==> src/rtl/alu_sequencer.sv <==
// alu_sequencer: command FIFO that feeds an external combinational ALU one operation at a time
// and returns each captured result and its flags through a valid/ready port.
module alu_sequencer #(
  parameter int WIDTH = 8,
  parameter int DEPTH = 4,
  parameter int SETTLE = 1
) (
  input  logic                         clk,
  input  logic                         rst,
  input  logic                         flush,
  input  logic                         cmd_valid,
  output logic                         cmd_ready,
  input  logic [WIDTH-1:0]             cmd_a,
  input  logic [WIDTH-1:0]             cmd_b,
  input  logic [2:0]                   cmd_op,
  input  logic [3:0]                   cmd_shift,
  input  logic                         cmd_chain,
  output logic [WIDTH-1:0]             alu_a,
  output logic [WIDTH-1:0]             alu_b,
  output logic [2:0]                   alu_s,
  output logic [3:0]                   alu_shift,
  input  logic [WIDTH-1:0]             alu_y,
  input  logic                         alu_zero,
  input  logic                         alu_carry,
  input  logic                         alu_overflow,
  output logic                         res_valid,
  input  logic                         res_ready,
  output logic [WIDTH-1:0]             res_y,
  output logic [2:0]                   res_flags,
  output logic                         busy,
  output logic [$clog2(DEPTH+1)-1:0]   queue_count
);
  localparam int AW = $clog2(DEPTH);
  localparam int CW = $clog2(DEPTH+1);
  localparam int SW = SETTLE > 0 ? $clog2(SETTLE+1) : 1;
  localparam int EW = 2*WIDTH+8;
  typedef enum logic [1:0] {IDLE, DRIVE, WAIT_OUT} state_t;
  state_t state, state_next;
  logic [EW-1:0] mem [DEPTH];
  logic [AW-1:0] wr_ptr, rd_ptr;
  logic [SW-1:0] cnt;
  logic [WIDTH-1:0] last_y, head_a, head_b;
  logic [2:0] head_op;
  logic [3:0] head_shift;
  logic head_chain, push, pop, capture, handoff;
  assign {head_a, head_b, head_op, head_shift, head_chain} = mem[rd_ptr];
  assign cmd_ready = queue_count != CW'(DEPTH);
  assign busy = state != IDLE || queue_count != '0;
  assign push = cmd_valid && cmd_ready && !flush;
  assign pop = state == IDLE && queue_count != '0 && !flush;
  assign capture = state == DRIVE && cnt == '0 && !flush;
  assign handoff = state == WAIT_OUT && res_ready && !flush;
  always_comb begin
    state_next = flush ? IDLE : pop ? DRIVE : capture ? WAIT_OUT : handoff ? IDLE : state;
  end
  always_ff @(posedge clk) begin
    if (push) mem[wr_ptr] <= {cmd_a, cmd_b, cmd_op, cmd_shift, cmd_chain};
  end
  always_ff @(posedge clk or negedge rst) begin
    if (!rst) begin
      state       <= IDLE;
      wr_ptr      <= '0;
      rd_ptr      <= '0;
      queue_count <= '0;
      cnt         <= '0;
      alu_a       <= '0;
      alu_b       <= '0;
      alu_s       <= '0;
      alu_shift   <= '0;
      res_valid   <= 1'b0;
      res_y       <= '0;
      res_flags   <= '0;
      last_y      <= '0;
    end else begin
      state       <= state_next;
      wr_ptr      <= flush ? '0 : wr_ptr + AW'(push);
      rd_ptr      <= flush ? '0 : rd_ptr + AW'(pop);
      queue_count <= flush ? '0 : queue_count + CW'(push) - CW'(pop);
      // chain operand is resolved here, at pop time, from the most recent capture
      if (pop) begin
        alu_a     <= head_chain ? last_y : head_a;
        alu_b     <= head_b;
        alu_s     <= head_op;
        alu_shift <= head_shift;
        cnt       <= SW'(SETTLE);
      end else if (state == DRIVE && cnt != '0) begin
        cnt <= cnt - SW'(1);
      end
      if (capture) begin
        res_y     <= alu_y;
        res_flags <= {alu_overflow, alu_carry, alu_zero};
        last_y    <= alu_y;
      end
      res_valid <= flush ? 1'b0 : capture ? 1'b1 : handoff ? 1'b0 : res_valid;
    end
  end
endmodule

==> config.mk <==
export PLATFORM = sky130hd
export DESIGN_NAME = alu_sequencer
export DESIGN_NICKNAME = d
export VERILOG_FILES = /design/src/rtl/alu_sequencer.sv
export SDC_FILE = /design/constraint.sdc
export NUM_CORES = 1
export LEC_CHECK = 0
export BUFFER_PORTS_ARGS = -buffer_cell sky130_fd_sc_hd__buf_2
export CAP_MARGIN = 20
export CORE_MARGIN = 2
export CORE_UTILIZATION = 50
export DETAILED_ROUTE_END_ITERATION = 6
export PLACE_DENSITY = 0.71
export RECOVER_POWER = 25
export SETUP_SLACK_MARGIN = 0.4
export SYNTH_ARGS = -nofsm -noshare
export SYNTH_HDL_FRONTEND = slang
export SYNTH_SLANG_ARGS = --single-unit
==> constraint.sdc <==
create_clock -name clk -period 3.11 [get_ports clk]
set_clock_uncertainty 0.15 [all_clocks]
set_input_delay 0.4665 -clock clk [delete_from_list [all_inputs] [get_ports clk]]
set_output_delay 0.4665 -clock clk [all_outputs]
set_load 0.03 [all_outputs]
==> flow_metrics.env, run 1 <==
export IMPL_internal_power_mw=4.494
export IMPL_p_leak_nw=2.666
export IMPL_clk_path_buf_depth=2
export IMPL_hold_start="alu_y[1]"
export IMPL_synth_avg_cell_area_sq_um=21.03
export IMPL_routed_wl_um=9612
export IMPL_top_usage_layer="met2"
export IMPL_path_max_fanout=5
export IMPL_worstHoldEndpoint="res_y[1]"
export IMPL_filler_cell_count=745
export IMPL_chipWidth_um=108.6
export IMPL_start_util=0.5088
export IMPL_grt_setup_unrepaired="no"
export IMPL_synth_flop_cell="edfxtp_1"
export IMPL_synth_most_common_cell="edfxtp_1"
export IMPL_htree_levels=4
export IMPL_drive_gt1_frac=0.3940
export IMPL_drc=0
export IMPL_crit_reg2reg_launch="queue_count[1]"
export IMPL_pwr_share_seq=0.398
export IMPL_ys_ff_latch=141
export IMPL_hpwl_um=5840
export IMPL_first_global_vias=2953
export IMPL_p_sw_mw=1.989
export IMPL_antenna_found_initial=0
export IMPL_grt_use_met1=0.2264
export IMPL_cp_startpoint="queue_count[1]"
export IMPL_antenna_left=0
export IMPL_via_per_inst=5.120
export IMPL_vias=2770
export IMPL_area_delta_synth_final_pct=27.85
export IMPL_hp_class="in -> reg"
export IMPL_clk_pin_slew_worst_paths_ns=0.06
export IMPL_syn_area_sq_mm=0.005468
export IMPL_start_kind="flop"
export IMPL_port_buffers=79
export IMPL_finalCritPeriodShare=0.7843
export IMPL_end_kind="flop"
export IMPL_fin_tns_setup_ns=0
export IMPL_dieArea_sq_mm=0.01179
export IMPL_fin_cells=541
export IMPL_power_density_mw_per_mm2=927.3
export IMPL_cts_setup_buffers=0
export IMPL_holdPathStages=2
export IMPL_netlist_top_cells_area="edfxtp_1 (53%), dfrtp_1 (21%), mux4_2 (8.2%)"
export IMPL_insertedDiodeCount=0
export IMPL_cts_root_buf="clkbuf_8"
export IMPL_synth_edf_count=96
export IMPL_setup_viol=0
export IMPL_rrSetupSlack_ns=0.67
export IMPL_synthTopCellsByCount="edfxtp_1 (96), dfrtp_1 (45), mux4_2 (20)"
export IMPL_r2r_end="queue_count[2]"
export IMPL_yosys_warnings=0
export IMPL_grt_start_max_net_pins=46
export IMPL_final_hold_violation_count=0
export IMPL_p_clk_frac=0.307
export IMPL_wl_per_cell_um=17.77
export IMPL_syn_instance_count=260
export IMPL_syn_nets=305
export IMPL_reg2reg_depth=9
export IMPL_synth_async_reset_ratio=0.3191
export IMPL_fmax_mhz=410.0
export IMPL_grt_total_usage=0.1829
export IMPL_rows=38
export IMPL_grt_pass1_wl_um=15240
export IMPL_max_cap_violations=0
export IMPL_power_frac_comb=0.295
export IMPL_use_met3=0.06450
export IMPL_synth_top_area_frac=0.5272
export IMPL_detail_route_iter0_violations=132
export IMPL_place_inst=478
export IMPL_clock_sink_count=141
export IMPL_nets=435
export IMPL_relSlewSlack=0.6035
export IMPL_fp_coreArea_sq_mm=0.01075
export IMPL_grt_util_met2=0.2955
export IMPL_arrival_ns=2.69
export IMPL_numCtsBuffers=17
export IMPL_pin_count=80
export IMPL_switching_share=0.3068
export IMPL_insertion_delay_ns=0.52
export IMPL_ys_types=31
export IMPL_worst_pin_slew_ns=0.5948
export IMPL_gp_congestion=0.7053
export IMPL_yosys_area_top_type="edfxtp_1"
export IMPL_grt_ovfl_total=0
export IMPL_cts_tree="done"
export IMPL_required_ns=3.36
export IMPL_criticalPathCategory="reg -> reg"
export IMPL_dr_pass1_iters=7
export IMPL_ir_worst_vdd_mv=0.8151
export IMPL_period_needed_ns=2.439
export IMPL_drv_slew=0
export IMPL_die_h_um=108.6
export IMPL_seq_area_frac_synth=0.7332
export IMPL_status="finished, final reports clean"
## sequential cells by signal (all words and copies together) (netlist names), 3 cells and up
name / cells
queue_count: 3
mem: 96
alu_shift: 4
alu_s: 3
res_y: 8
alu_a: 8
res_flags: 3
alu_b: 8
## metrics by stage
step	worst slack [ns]	power (mW)	utilization	instance area [sq um]	hold slack (ns)
2_1_floorplan	0.3281	4.017	-	5484	0.02091
3_3_place_gp	0.6062	4.466	0.5663	6085	0.3114
3_5_place_dp	0.5333	4.519	0.5663	6085	0.3229
4_1_cts	0.5129	6.557	0.6497	6982	0.001048
5_1_grt	0.5375	6.809	0.6506	6990	0.01353
6_report	0.6708	6.482	0.6506	6990	0.03323
## worst max-delay path, cell delays in order, from the launching register on
cell     delay [ns]
dfrtp_2        0.44
or3b_1         0.42
nand3_2        0.20
ha_1           0.27
inv_1          0.06
ha_1           0.13
inv_1          0.04
fa_1           0.37
xnor2_1        0.17
nor2_1         0.06
## layer usage
| metal | vias to the layer above | wire length (um) | part of all wire |
|---|---|---|---|
| li1 | 1292 | - | - |
| met1 | 1392 | 4208 | 0.44 |
| met2 | 81 | 4771 | 0.50 |
| met3 | 5 | 564 | 0.059 |
| met4 | 0 | 68 | 0.0071 |
| met5 | - | 0 | 0 |
## cells in the final DEF, fill, tap and decap left out, drive strengths merged, types with 2 or more instances in the layout
| master | n |
|---|---|
| edfxtp | 96 |
| buf | 68 |
| dfrtp | 45 |
| clkbuf | 42 |
| mux2 | 42 |
| dlygate4sd3 | 33 |
| mux4 | 24 |
| nor2 | 6 |
| nor2b | 4 |
| ha | 4 |
| clkinvlp | 4 |
| inv | 4 |
| xnor2 | 3 |
| nand2b | 3 |
| bufinv | 3 |
| nor3b | 3 |
| nand2 | 2 |
| a21oi | 2 |
| clkinv | 2 |
| nor3 | 2 |
## cells by family (layout without fill, tap and decap cells)
group,Yosys count,after routing,share of synthesized area
flip-flops,141,141,0.7332
multiplexers,66,66,0.1991
AND/OR/NAND/NOR,24,24,0.02700
buffers and inverters,15,156,0.01556
adder cells (fa/ha/maj),5,5,0.01282
AO/OA/AOI/OAI,5,5,0.005951
XOR/XNOR,4,4,0.006408
## area by class of cell
cell class	count	area, sq um	area share
Timing Repair Buffer	122	774.5	0.1108
Clock inverter	9	137.6	0.01969
Multi-Input combinational cell	104	1418	0.2028
Clock buffer	21	459.2	0.06569
Sequential cell	141	4011	0.5738
Inverter	4	15.01	0.002148
Tap cell	140	175.2	0.02506
## power groups by stage
stage	Combinational, mW	Clock [mW]	Sequential, mW
2_1_floorplan	0.984	0	3.03
3_3_place_gp	1.87	0	2.60
3_5_place_dp	1.90	0	2.62
4_1_cts	1.94	2.03	2.59
5_1_grt	2.05	2.13	2.63
6_report	1.91	1.99	2.58
## what timing repair did
| action | 4_1_cts | 5_1_grt |
|---|---|---|
| hold buffers | 30 | 3 |
| resized for setup | 0 | 1 |
| setup endpoints to repair | 0 | 1 |
| endpoints found under the hold margin | 132 | 4 |
## how the worst max path moves through the flow
| stage | to | slack, ns |
|---|---|---|
| 6_report | queue_count[2] | 0.67 |
| 5_1_grt | queue_count[2] | 0.54 |
| 4_1_cts | queue_count[2] | 0.51 |
| 2_1_floorplan | mem[1][0] | 0.33 |
| 3_5_place_dp | queue_count[2] | 0.53 |
| 3_3_place_gp | queue_count[2] | 0.61 |
Power figures use the tool's default switching activity.
==> run 2: changes to the inputs <==
Settings changed: ABC_AREA from default to 1, PLACE_DENSITY 0.71 to 0.68.
Clock period 3.11 ns to 2.41 ns, I/O delays scaled along.
==> run 2 against run 1 <==
Effect of this change: synthesized cell count is 87% higher; global-route usage increased by 2.1 points; non-clock buffer count increased by 12; clock-buffer cell count decreased by 3; area after synthesis is 2.6% higher; die area increased by 2.5%; power increased by 32%; fmax is 24% higher; sequential share of layout area decreased by 2.1 points; clock power grew 33%; cell count rose by 43%; first-iteration DRC count increased by 60%; critical path type unchanged; critical endpoint is now queue_count[1].
==> flow_metrics.env, run 2 <==
export IMPL_cts_tree="done"
export IMPL_multi_input_area_sq_mm=0.001468
export IMPL_gp_congestion=0.7323
export IMPL_dieArea_sq_mm=0.01208
export IMPL_antenna_left=0
export IMPL_worst_pin_slew_ns=0.5836
export IMPL_vias=3891
export IMPL_syn_instance_count=486
export IMPL_ys_types=25
export IMPL_drc=0
export IMPL_htree_levels=4
export IMPL_grt_start_max_net_pins=50
export IMPL_status="finished, final reports clean"
export IMPL_fin_cells=771
export IMPL_path_max_fanout=4
export IMPL_worstPathCellList="nor2_4, nand3_4, inv_4, ha_4, inv_2, ha_4, inv_2, fa_2, nor2_2"
export IMPL_top_register="mem"
export IMPL_r2r_end="queue_count[1]"
export IMPL_nets=663
export IMPL_synth_most_common_cell="nand2_1"
export IMPL_holdPathStages=4
export IMPL_ir_worst_vdd_mv=0.6568
export IMPL_relSlewSlack=0.6109
export IMPL_finalCritPeriodShare=0.8189
export IMPL_cts_root_buf="clkbuf_8"
export IMPL_insertion_delay_ns=0.51
export IMPL_period_needed_ns=1.974
export IMPL_clock_sink_count=141
export IMPL_start_kind="flop"
export IMPL_grt_total_usage=0.2043
export IMPL_ys_ff_latch=141
export IMPL_cp_slowest_stage_delay_ns=0.52
export IMPL_insertedDiodeCount=0
export IMPL_fin_tns_setup_ns=0
export IMPL_numCtsBuffers=17
export IMPL_antenna_found_initial=0
export IMPL_criticalPathCategory="reg -> reg"
export IMPL_switching_share=0.3568
export IMPL_via_per_inst=5.047
export IMPL_routed_wl_um=11570
export IMPL_regArea_sq_mm=0.004014
export IMPL_setup_viol=0
export IMPL_syn_nets=531
export IMPL_synthTopCellsByCount="nand2_1 (118), edfxtp_1 (96), nor2_1 (60)"
export IMPL_crit_family="adder cells"
export IMPL_hp_class="in -> reg"
export IMPL_drv_slew=0
export IMPL_power_frac_comb=0.317
export IMPL_worstHoldEndpoint="rd_ptr[1]"
export IMPL_fin_area_sq_mm=0.007266
export IMPL_syn_area_sq_mm=0.005608
export IMPL_dr_pass1_iters=4
export IMPL_chipWidth_um=109.9
export IMPL_clk_path_buf_depth=2
export IMPL_crit_slowest_cell="fa_2"
export IMPL_synth_avg_cell_area_sq_um=11.54
export IMPL_pin_count=80
export IMPL_end_kind="flop"
export IMPL_final_common_cell="nand2_1"
export IMPL_fin_util=0.6673
export IMPL_final_hold_violation_count=0
export IMPL_grt_setup_unrepaired="yes"
export IMPL_hpwl_um=7033
export IMPL_rrSetupSlack_ns=0.44
export IMPL_start_util=0.5151
export IMPL_place_inst=699
export IMPL_p_sw_mw=3.064
export IMPL_synth_flop_cell="edfxtp_1"
export IMPL_synth_edf_count=96
export IMPL_netlist_top_cells_area="edfxtp_1 (51%), dfrtp_1 (20%), nand2_1 (7.9%)"
export IMPL_wl_per_cell_um=15.01
export IMPL_fmax_mhz=506.7
export IMPL_area_delta_synth_final_pct=29.56
export IMPL_die_h_um=109.9
export IMPL_required_ns=2.65
export IMPL_port_buffers=79
export IMPL_largest_register_ffs=96
export IMPL_crit_buf_inv=3
export IMPL_place_area_sq_mm=0.006276
export IMPL_p_leak_nw=3.032
export IMPL_arrival_ns=2.22
export IMPL_first_global_vias=3870
export IMPL_detail_route_iter0_violations=211
export IMPL_seq_area_frac_synth=0.7149
export IMPL_p_clk_frac=0.308
export IMPL_synth_top_area_frac=0.5141
export IMPL_hold_start="flush"
export IMPL_clk_pin_slew_worst_paths_ns=0.06
export IMPL_synth_async_reset_ratio=0.3191
export IMPL_rows=38
export IMPL_reg2reg_depth=9
export IMPL_drive_gt1_frac=0.2155
export IMPL_yosys_warnings=0
export IMPL_pwr_share_seq=0.375
export IMPL_crit_reg2reg_launch="state[1]"
export IMPL_power_density_mw_per_mm2=1182
export IMPL_fp_coreArea_sq_mm=0.01089
export IMPL_layout_common_cells="nand2_1 (118), edfxtp_1 (96), nor2_1 (59)"
export IMPL_internal_power_mw=5.522
export IMPL_filler_cell_count=842
export IMPL_max_cap_violations=0
export IMPL_grt_ovfl_total=0
export IMPL_grt_pass1_wl_um=18060
export IMPL_yosys_area_top_type="edfxtp_1"
## run 2: worst max-delay path by stage
stage	start	endpoint	slack, ns	cells past startpoint
finish	state[1]	queue_count[1]	0.44	9
global route	state[1]	queue_count[1]	0.36	9
CTS	state[1]	queue_count[1]	0.41	9
detailed placement	flush	queue_count[1]	0.34	10
global placement	flush	queue_count[1]	0.37	10
floorplan	queue_count[1]	queue_count[1]	0.23	11
## run 2: tightest hold or removal path: stages
cell	delay, ns
buf_2	0.11
inv_2	0.09
o21ai_0	0.09
a21oi_1	0.04
## run 2: final cells by class
type,instances,area share
clock buffer,18,0.05752
clock inverter,14,0.02635
inverter,28,0.01515
multi-input combinational,296,0.2020
sequential,141,0.5524
tap,140,0.02411
timing repair buffer,134,0.1224
## run 2: cell families after synthesis
| kind of cell | after synthesis | share of synthesized area |
|---|---|---|
| adder cells (fa/ha/maj) | 5 | 0.01249 |
| AO/OA/AOI/OAI | 60 | 0.05399 |
| buffers and inverters | 49 | 0.04306 |
| flip-flops | 141 | 0.7149 |
| XOR/XNOR | 3 | 0.004686 |
| AND/OR/NAND/NOR | 228 | 0.1709 |
## run 2: per-stage QoR
step	total power [mW]	worst slack (ns)	hold slack, ns
after detailed placement	5.908	0.3415	0.2384
after global routing	9.094	0.3638	0.06749
final	8.586	0.4364	0.06610
after CTS	8.631	0.4129	0.04543
after floorplan	5.189	0.2311	-0.08409
after global placement	5.838	0.3730	0.2396
## run 2: power groups by stage
| stage | clock network, mW | logic, mW | registers [mW] |
|---|---|---|---|
| 6_report | 2.64 | 2.72 | 3.22 |
| 2_1_floorplan | 0 | 1.34 | 3.84 |
| 3_3_place_gp | 0 | 2.59 | 3.25 |
| 5_1_grt | 2.80 | 3.03 | 3.26 |
| 3_5_place_dp | 0 | 2.64 | 3.27 |
| 4_1_cts | 2.68 | 2.74 | 3.22 |
## run 2: layer usage
metal / share of wire / GRT usage
met5: 0 / 0
met4: 0.011 / 0.06600
met3: 0.047 / 0.05691
met2: 0.52 / 0.3729
met1: 0.42 / 0.2293
## run 2: what timing repair did
item                                    CTS  global route
resized for setup                         1             3
setup buffers                             1             1
endpoints found under the setup margin    2             3
hold buffers                             38             0
hold endpoints to repair                139             0
